## config.mk

```make
export PLATFORM = sky130hd
export DESIGN_NAME = small_div_flat
export DESIGN_NICKNAME = d
export VERILOG_FILES = /design/src/rtl/small_div_if.sv /design/src/rtl/small_div.sv /design/src/flat_wrapper.sv
export SDC_FILE = /design/constraint.sdc
export NUM_CORES = 1
export LEC_CHECK = 0
export BUFFER_PORTS_ARGS = -buffer_cell sky130_fd_sc_hd__buf_2
export CELL_PAD_IN_SITES_DETAIL_PLACEMENT = 0
export CELL_PAD_IN_SITES_GLOBAL_PLACEMENT = 1
export CORE_ASPECT_RATIO = 1.25
export CORE_MARGIN = 10
export CORE_UTILIZATION = 40
export DETAILED_ROUTE_END_ITERATION = 8
export PLACE_DENSITY_LB_ADDON = 0.1
export SYNTH_ARGS = -nofsm -noshare
export SYNTH_HDL_FRONTEND = slang
export SYNTH_SLANG_ARGS = --single-unit
```

## constraint.sdc

```tcl
create_clock -name clock -period 12.2 [get_ports clock]
set_clock_uncertainty 0.1 [all_clocks]
set_input_delay 3.05 -clock clock [delete_from_list [all_inputs] [get_ports clock]]
set_output_delay 3.05 -clock clock [all_outputs]
set_load 0.05 [all_outputs]
```

## src/rtl/small_div_if.sv

```systemverilog
`default_nettype none
// ============================================================================
// Module      : small_div_if
// Description : Dividend/result bundle for the constant divider.
// Revision    : 1.0
// ============================================================================
interface small_div_if #(
    parameter int DIVIDEND_WIDTH = 18,
    parameter int DIVIDER_WIDTH  = 3
);
    logic                      enable;
    logic [DIVIDEND_WIDTH-1:0] dividend;
    logic [DIVIDEND_WIDTH-1:0] quotient;
    logic [DIVIDER_WIDTH-1:0]  remainder;

    modport master (output enable, output dividend, input quotient, input remainder);
    modport slave  (input enable, input dividend, output quotient, output remainder);
endinterface
`default_nettype wire

```

## src/rtl/small_div.sv

```systemverilog
`default_nettype none
// ============================================================================
// Module      : small_div
// Description : Pipelined unsigned division by an elaboration-time constant,
//               long division in radix 2^C digits with one LUT-sized step each.
// Revision    : 1.0
// ============================================================================
module small_div #(
    parameter int DIVIDER_VALUE         = 5,
    parameter int DIVIDER_WIDTH         = $clog2(DIVIDER_VALUE),
    parameter int DIVIDEND_WIDTH        = 18,
    parameter int THEORETICAL_LUT_WIDTH = 6,
    parameter int REGISTER_IN           = 1,
    parameter int REGISTER_OUT          = 1,
    parameter int PIPELINE              = 1
) (
    input  wire logic  clock,
    input  wire logic  reset,
    small_div_if.slave bus
);
    localparam int c_chunk_w = THEORETICAL_LUT_WIDTH - DIVIDER_WIDTH;
    localparam int c_steps   = (DIVIDEND_WIDTH + c_chunk_w - 1) / c_chunk_w;
    localparam int c_ext_w   = c_steps * c_chunk_w;
    localparam bit c_reg_in  = (PIPELINE != 0) && (REGISTER_IN != 0);
    localparam bit c_reg_out = (PIPELINE != 0) && (REGISTER_OUT != 0);
    localparam logic [THEORETICAL_LUT_WIDTH-1:0] c_div =
        THEORETICAL_LUT_WIDTH'(DIVIDER_VALUE);

    logic [DIVIDEND_WIDTH-1:0] w_div_in;
    logic [c_ext_w-1:0]        w_ext;
    logic [DIVIDER_WIDTH-1:0]  w_rem   [c_steps+1];
    logic [c_chunk_w-1:0]      w_digit [c_steps];
    logic [c_ext_w-1:0]        w_quo_ext;
    logic [DIVIDEND_WIDTH-1:0] w_quo;

    // ---------------------------------------------------------------- input
    generate
        if (c_reg_in) begin : g_in_reg
            logic [DIVIDEND_WIDTH-1:0] dividend_q, dividend_d;

            always_comb begin
                dividend_d = dividend_q;
                if (bus.enable) dividend_d = bus.dividend;
            end

            always_ff @(posedge clock) begin
                if (reset) dividend_q <= '0;
                else       dividend_q <= dividend_d;
            end

            assign w_div_in = dividend_q;
        end else begin : g_in_comb
            assign w_div_in = bus.dividend;
        end
    endgenerate

    // ------------------------------------------------------- division steps
    assign w_ext    = c_ext_w'(w_div_in);
    assign w_rem[0] = '0;

    generate
        for (genvar k = 0; k < c_steps; k++) begin : g_step
            logic [THEORETICAL_LUT_WIDTH-1:0] w_t;
            // Running remainder is < D, so each digit fits in one chunk width.
            assign w_t        = {w_rem[k], w_ext[c_ext_w-1-k*c_chunk_w -: c_chunk_w]};
            assign w_digit[k] = c_chunk_w'(w_t / c_div);
            assign w_rem[k+1] = DIVIDER_WIDTH'(w_t % c_div);
        end
    endgenerate

    always_comb begin
        w_quo_ext = '0;
        for (int k = 0; k < c_steps; k++) begin
            w_quo_ext[c_ext_w-1-k*c_chunk_w -: c_chunk_w] = w_digit[k];
        end
    end

    assign w_quo = DIVIDEND_WIDTH'(w_quo_ext);

    // --------------------------------------------------------------- output
    generate
        if (c_reg_out) begin : g_out_reg
            logic [DIVIDEND_WIDTH-1:0] quotient_q, quotient_d;
            logic [DIVIDER_WIDTH-1:0]  remainder_q, remainder_d;

            always_comb begin
                quotient_d  = quotient_q;
                remainder_d = remainder_q;
                if (bus.enable) begin
                    quotient_d  = w_quo;
                    remainder_d = w_rem[c_steps];
                end
            end

            always_ff @(posedge clock) begin
                if (reset) begin
                    quotient_q  <= '0;
                    remainder_q <= '0;
                end else begin
                    quotient_q  <= quotient_d;
                    remainder_q <= remainder_d;
                end
            end

            assign bus.quotient  = quotient_q;
            assign bus.remainder = remainder_q;
        end else begin : g_out_comb
            assign bus.quotient  = w_quo;
            assign bus.remainder = w_rem[c_steps];
        end
    endgenerate
endmodule
`default_nettype wire

```

## src/flat_wrapper.sv

```systemverilog
// flat-port wrapper written by rule: the top's interface ports become plain ports
module small_div_flat 
#(
    parameter int DIVIDER_VALUE         = 5,
    parameter int DIVIDER_WIDTH         = $clog2(DIVIDER_VALUE),
    parameter int DIVIDEND_WIDTH        = 18,
    parameter int THEORETICAL_LUT_WIDTH = 6,
    parameter int REGISTER_IN           = 1,
    parameter int REGISTER_OUT          = 1,
    parameter int PIPELINE              = 1
)
  (clock, reset, bus_enable, bus_dividend, bus_quotient, bus_remainder);
  small_div_if #(.DIVIDEND_WIDTH(DIVIDEND_WIDTH), .DIVIDER_WIDTH(DIVIDER_WIDTH)) bus_i ();
  input  wire logic clock;
  input  wire logic reset;
  input wire logic [$bits(bus_i.enable)-1:0] bus_enable;
  input wire logic [$bits(bus_i.dividend)-1:0] bus_dividend;
  output wire logic [$bits(bus_i.quotient)-1:0] bus_quotient;
  output wire logic [$bits(bus_i.remainder)-1:0] bus_remainder;
  assign bus_i.enable = bus_enable;
  assign bus_i.dividend = bus_dividend;
  assign bus_quotient = bus_i.quotient;
  assign bus_remainder = bus_i.remainder;
  small_div #(.DIVIDER_VALUE(DIVIDER_VALUE), .DIVIDER_WIDTH(DIVIDER_WIDTH), .DIVIDEND_WIDTH(DIVIDEND_WIDTH), .THEORETICAL_LUT_WIDTH(THEORETICAL_LUT_WIDTH), .REGISTER_IN(REGISTER_IN), .REGISTER_OUT(REGISTER_OUT), .PIPELINE(PIPELINE)) u_core (.clock(clock), .reset(reset), .bus(bus_i));
endmodule
```

==> metrics.md <==
| Metric | Value |
|---|---|
| Status | `completed` |
| Routed Antenna Nets | `0` |
| CP max FO | `11` |
| Pwr dens | `around 340 nW/µm²` |
| Initial core utilization | `approximately two fifths` |
| Sequential share of power | `roughly a tenth` |
| Cell mode on critical path | `ha_1` |
| Clock Tree Root | `clkbuf_16` |
| Tcrit/Tclk final | `between 90% and 100%` |
| Pins Over Slew Limit | `0` |
| Total CTS buffers | `5` |
| Cts hold-fix bufs | `0` |
| Initial antenna violation count | `0` |
| Switching Fraction | `between 50 and 60%` |
| Mux share of post-synthesis cell area | `around 10%` |
| Nets@finish | `between 500 and 600` |
| Share of cells above drive strength 1 | `25.44%` |
| P_int | `0.7971 mW` |
| H-tree Lvls | `2` |
| Critical setup path kind | `reg2reg` |
| Fmax | `a little under 90 MHz` |
| DR WL/cell | `about 17 µm` |
| IO buf count | `39` |
| Slowest stage delay, CP | `roughly 0.61 ns` |
| Worst min path class | `reg2reg` |
| DRC violations left | `0` |
| Worst Setup SP | `u_core.g_in_reg.dividend_q[15]` |
| Sequential-to-total area share from yosys stat | `18.66%` |
| Die W | `approximately 110 µm` |
| Hold path start | `u_core.bus.quotient[2]` |
| Post-Synth Adder-Cell Area | `approximately 4.6%` |
| Final setup vio count | `0` |
| Skew-Pair Late Insertion Delay | `roughly 0.29 ns` |
| Finished Layout Cells | `688` |
| Worst VDD drop | `0.1369 mV` |
| Final Hold Vio Count | `0` |
| Final min period | `between 10 and 15 ns` |
| Asr flop ratio synth | `0%` |
| Worst setup EP type | `flip-flop` |
| P_sw | `just over 0.8 mW` |
| TritonCTS clock tree | `built` |
| Rel. slew slack | `between 40 and 50%` |
| Number of synthesized register bits | `37` |
| Gr usage total | `about 15%` |
| 1st-iter DRT viols | `between 150 and 200` |
| CP max stage cell | `or4b_2` |
| Met3 usage | `between 1.5 and 2%` |
| Post-synth EDFFs | `0` |
| Post-synthesis compound-gate area fraction | `a little over a third` |
| Rows | `40` |
| Gpl congestion | `0.8592` |
| Clock Sinks | `37` |
| Main synth FF type | `dfxtp_1` |
| Met1 Use GR | `between 15 and 20%` |
| Post-synthesis cell area | `just under 4000 µm²` |
| Combinational Power Share | `81.8%` |
| DIE AREA | `around 14000 µm²` |
| Reg2reg start | `u_core.g_in_reg.dividend_q[15]` |
| Critical path required time | `12.29 ns` |
| Synth Area in XOR/XNOR | `around 1.9%` |
| Die height | `131.4 µm` |
| Drt first pass iters | `4` |
| DP HPWL | `just over 8 mm` |
| GRT overflow | `0` |
| Max Cap Viol | `0` |
| Vias in the first global route | `~3700` |
| Core area | `between 9000 and 10000 µm²` |
| Cells after Synth | `approximately 520` |
| First-pass GRT wire length | `18.22 mm` |
| Vias/cell | `5.923` |
| Area Growth Syn to Fin | `19.67%` |
| Hold slack | `~0.36 ns` |
| Worst-path clk slew | `0.06 ns` |
| Avg Cell Area, Syn | `between 7 and 8 µm²` |
| YS warnings | `0` |
| Clock Tree Buf Depth | `2` |
| GR peak layer | `met2` |
| Worst Max-Slew Pin Slew | `between 0.8 and 0.9 ns` |
| Synth cell types | `~90` |
| Placed Cells | `~670` |
| Largest family of logic cells by synthesized area | `compound AO/OA/AOI/OAI gates` |
| Routed WL | `11.45 mm` |
| Lkg Pwr | `1.845 nW` |
| Largest net degree at the start of global routing | `between 40 and 50` |
| Worst Path Arrival | `about 12 ns` |
| Vias | `roughly 4100` |
| Clock power frac | `approximately 8.3%` |
| Setup tns final | `0 ns` |
| Diode count | `0` |
| Met2 GRT Util | `25.75%` |
| Startpoint types | `flip-flop` |
| I/O Pins | `between 40 and 50` |
| Simple-gate area share of the yosys netlist | `23.42%` |
## state kept, by name, summed over array words and instances (netlist names)
signal                      count
u_core.bus.remainder            3
u_core.bus.quotient            16
u_core.g_in_reg.dividend_q     18
## cells in the mapped netlist (7+ instances only)
cell type  count  share of area (%)
dfxtp_1       37                 19
a21oi_1       30                3.8
mux2i_1       29                7.3
nor3_1        22                2.8
nor2_1        65                6.1
ha_1          13                4.1
nand3_1       13                1.6
nand2b_1       9                1.4
a31oi_1        7                1.1
nand2_1       42                4.0
a211oi_1      16                3.0
inv_1         19                1.8
o211ai_1      11                2.1
clkbuf_1      23                2.2
o21ai_0       13                1.6
## power by group through the flow
stage          Sequential, mW  Combinational [mW]  Clock [mW]
2_1_floorplan           0.205               0.880           0
3_3_place_gp            0.160                1.17           0
3_5_place_dp            0.161                1.17           0
4_1_cts                 0.159                1.18       0.138
5_1_grt                 0.163                1.45       0.141
6_report                0.159                1.32       0.134
## final timing paths
check                       endpoint  slack (ns)  cells past startpoint
max reg2reg  u_core.bus.remainder[1]        0.67                     50
max          u_core.bus.remainder[1]        0.67                     50
min reg2reg   u_core.bus.quotient[2]        0.36                      2
min           u_core.bus.quotient[2]        0.36                      2
## metal layers
metal  part of all wire (%)  up-vias
met4                    1.6        0
met1                     44     1925
met5                      0        -
met2                     51       71
li1                       -     2066
met3                    3.1       13
## critical path, delay by kind of cell, from the launching register on
| kind | cells | cell delay (ns) |
|---|---|---|
| AO/OA/AOI/OAI | 25 | 5.01 |
| adder cells (fa/ha/maj) | 7 | 1.69 |
| buffers and inverters | 3 | 0.46 |
| flip-flops | 1 | 0.31 |
| multiplexers | 3 | 1.07 |
| AND/OR/NAND/NOR | 12 | 2.77 |
## cells by family (layout without fill, tap and decap cells)
kind of cell             count (synthesis)  count (layout)
buffers and inverters                   55             101
AND/OR/NAND/NOR                        191             191
flip-flops                              37              37
multiplexers                            36              36
AO/OA/AOI/OAI                          173             173
adder cells (fa/ha/maj)                 15              15
XOR/XNOR                                 7               7
other                                    1               2
## metrics by stage
step / instance area [µm²] / worst slack [ns] / total power, mW / util, %
after detailed placement: 4375 / 0.04995 / 1.336 / 45.30
after CTS: 4522 / 0.01099 / 1.476 / 46.81
after global routing: 4751 / -0.05798 / 1.750 / 49.18
after global placement: 4375 / 0.3027 / 1.332 / 45.30
after floorplan: 3980 / 0.02340 / 1.085 / -
final: 4751 / 0.6695 / 1.610 / 49.18
## layout make-up
class | instances | area [µm²]
clock buffers | 6 | 138.9
clock inverters | 1 | 7.507
well taps | 126 | 157.7
fillers | 951 | 4908
multi-input cells | 424 | 3173
repair buffers | 74 | 457.9
flip-flops and latches | 37 | 740.7
inverters | 20 | 75.07
## layout by cell type (no fill, tap or decap), types with 8 or more instances in the layout
master	netlist	final
a211oi_1	16	16
a21oi_1	30	29
buf_2	5	39
buf_4	3	35
dfxtp_1	37	37
ha_1	13	9
inv_1	19	19
mux2i_1	29	28
nand2_1	42	41
nand2b_1	9	8
nand3_1	13	13
nor2_1	65	64
nor3_1	22	22
o211ai_1	11	11
o21ai_0	13	13
## timing repair
item	4_1_cts	5_1_grt
setup buffers	0	8
endpoints found under the setup margin	0	4
gates resized for setup	0	31
hold endpoints to repair	0	0
(Power assumes the default switching activity.)
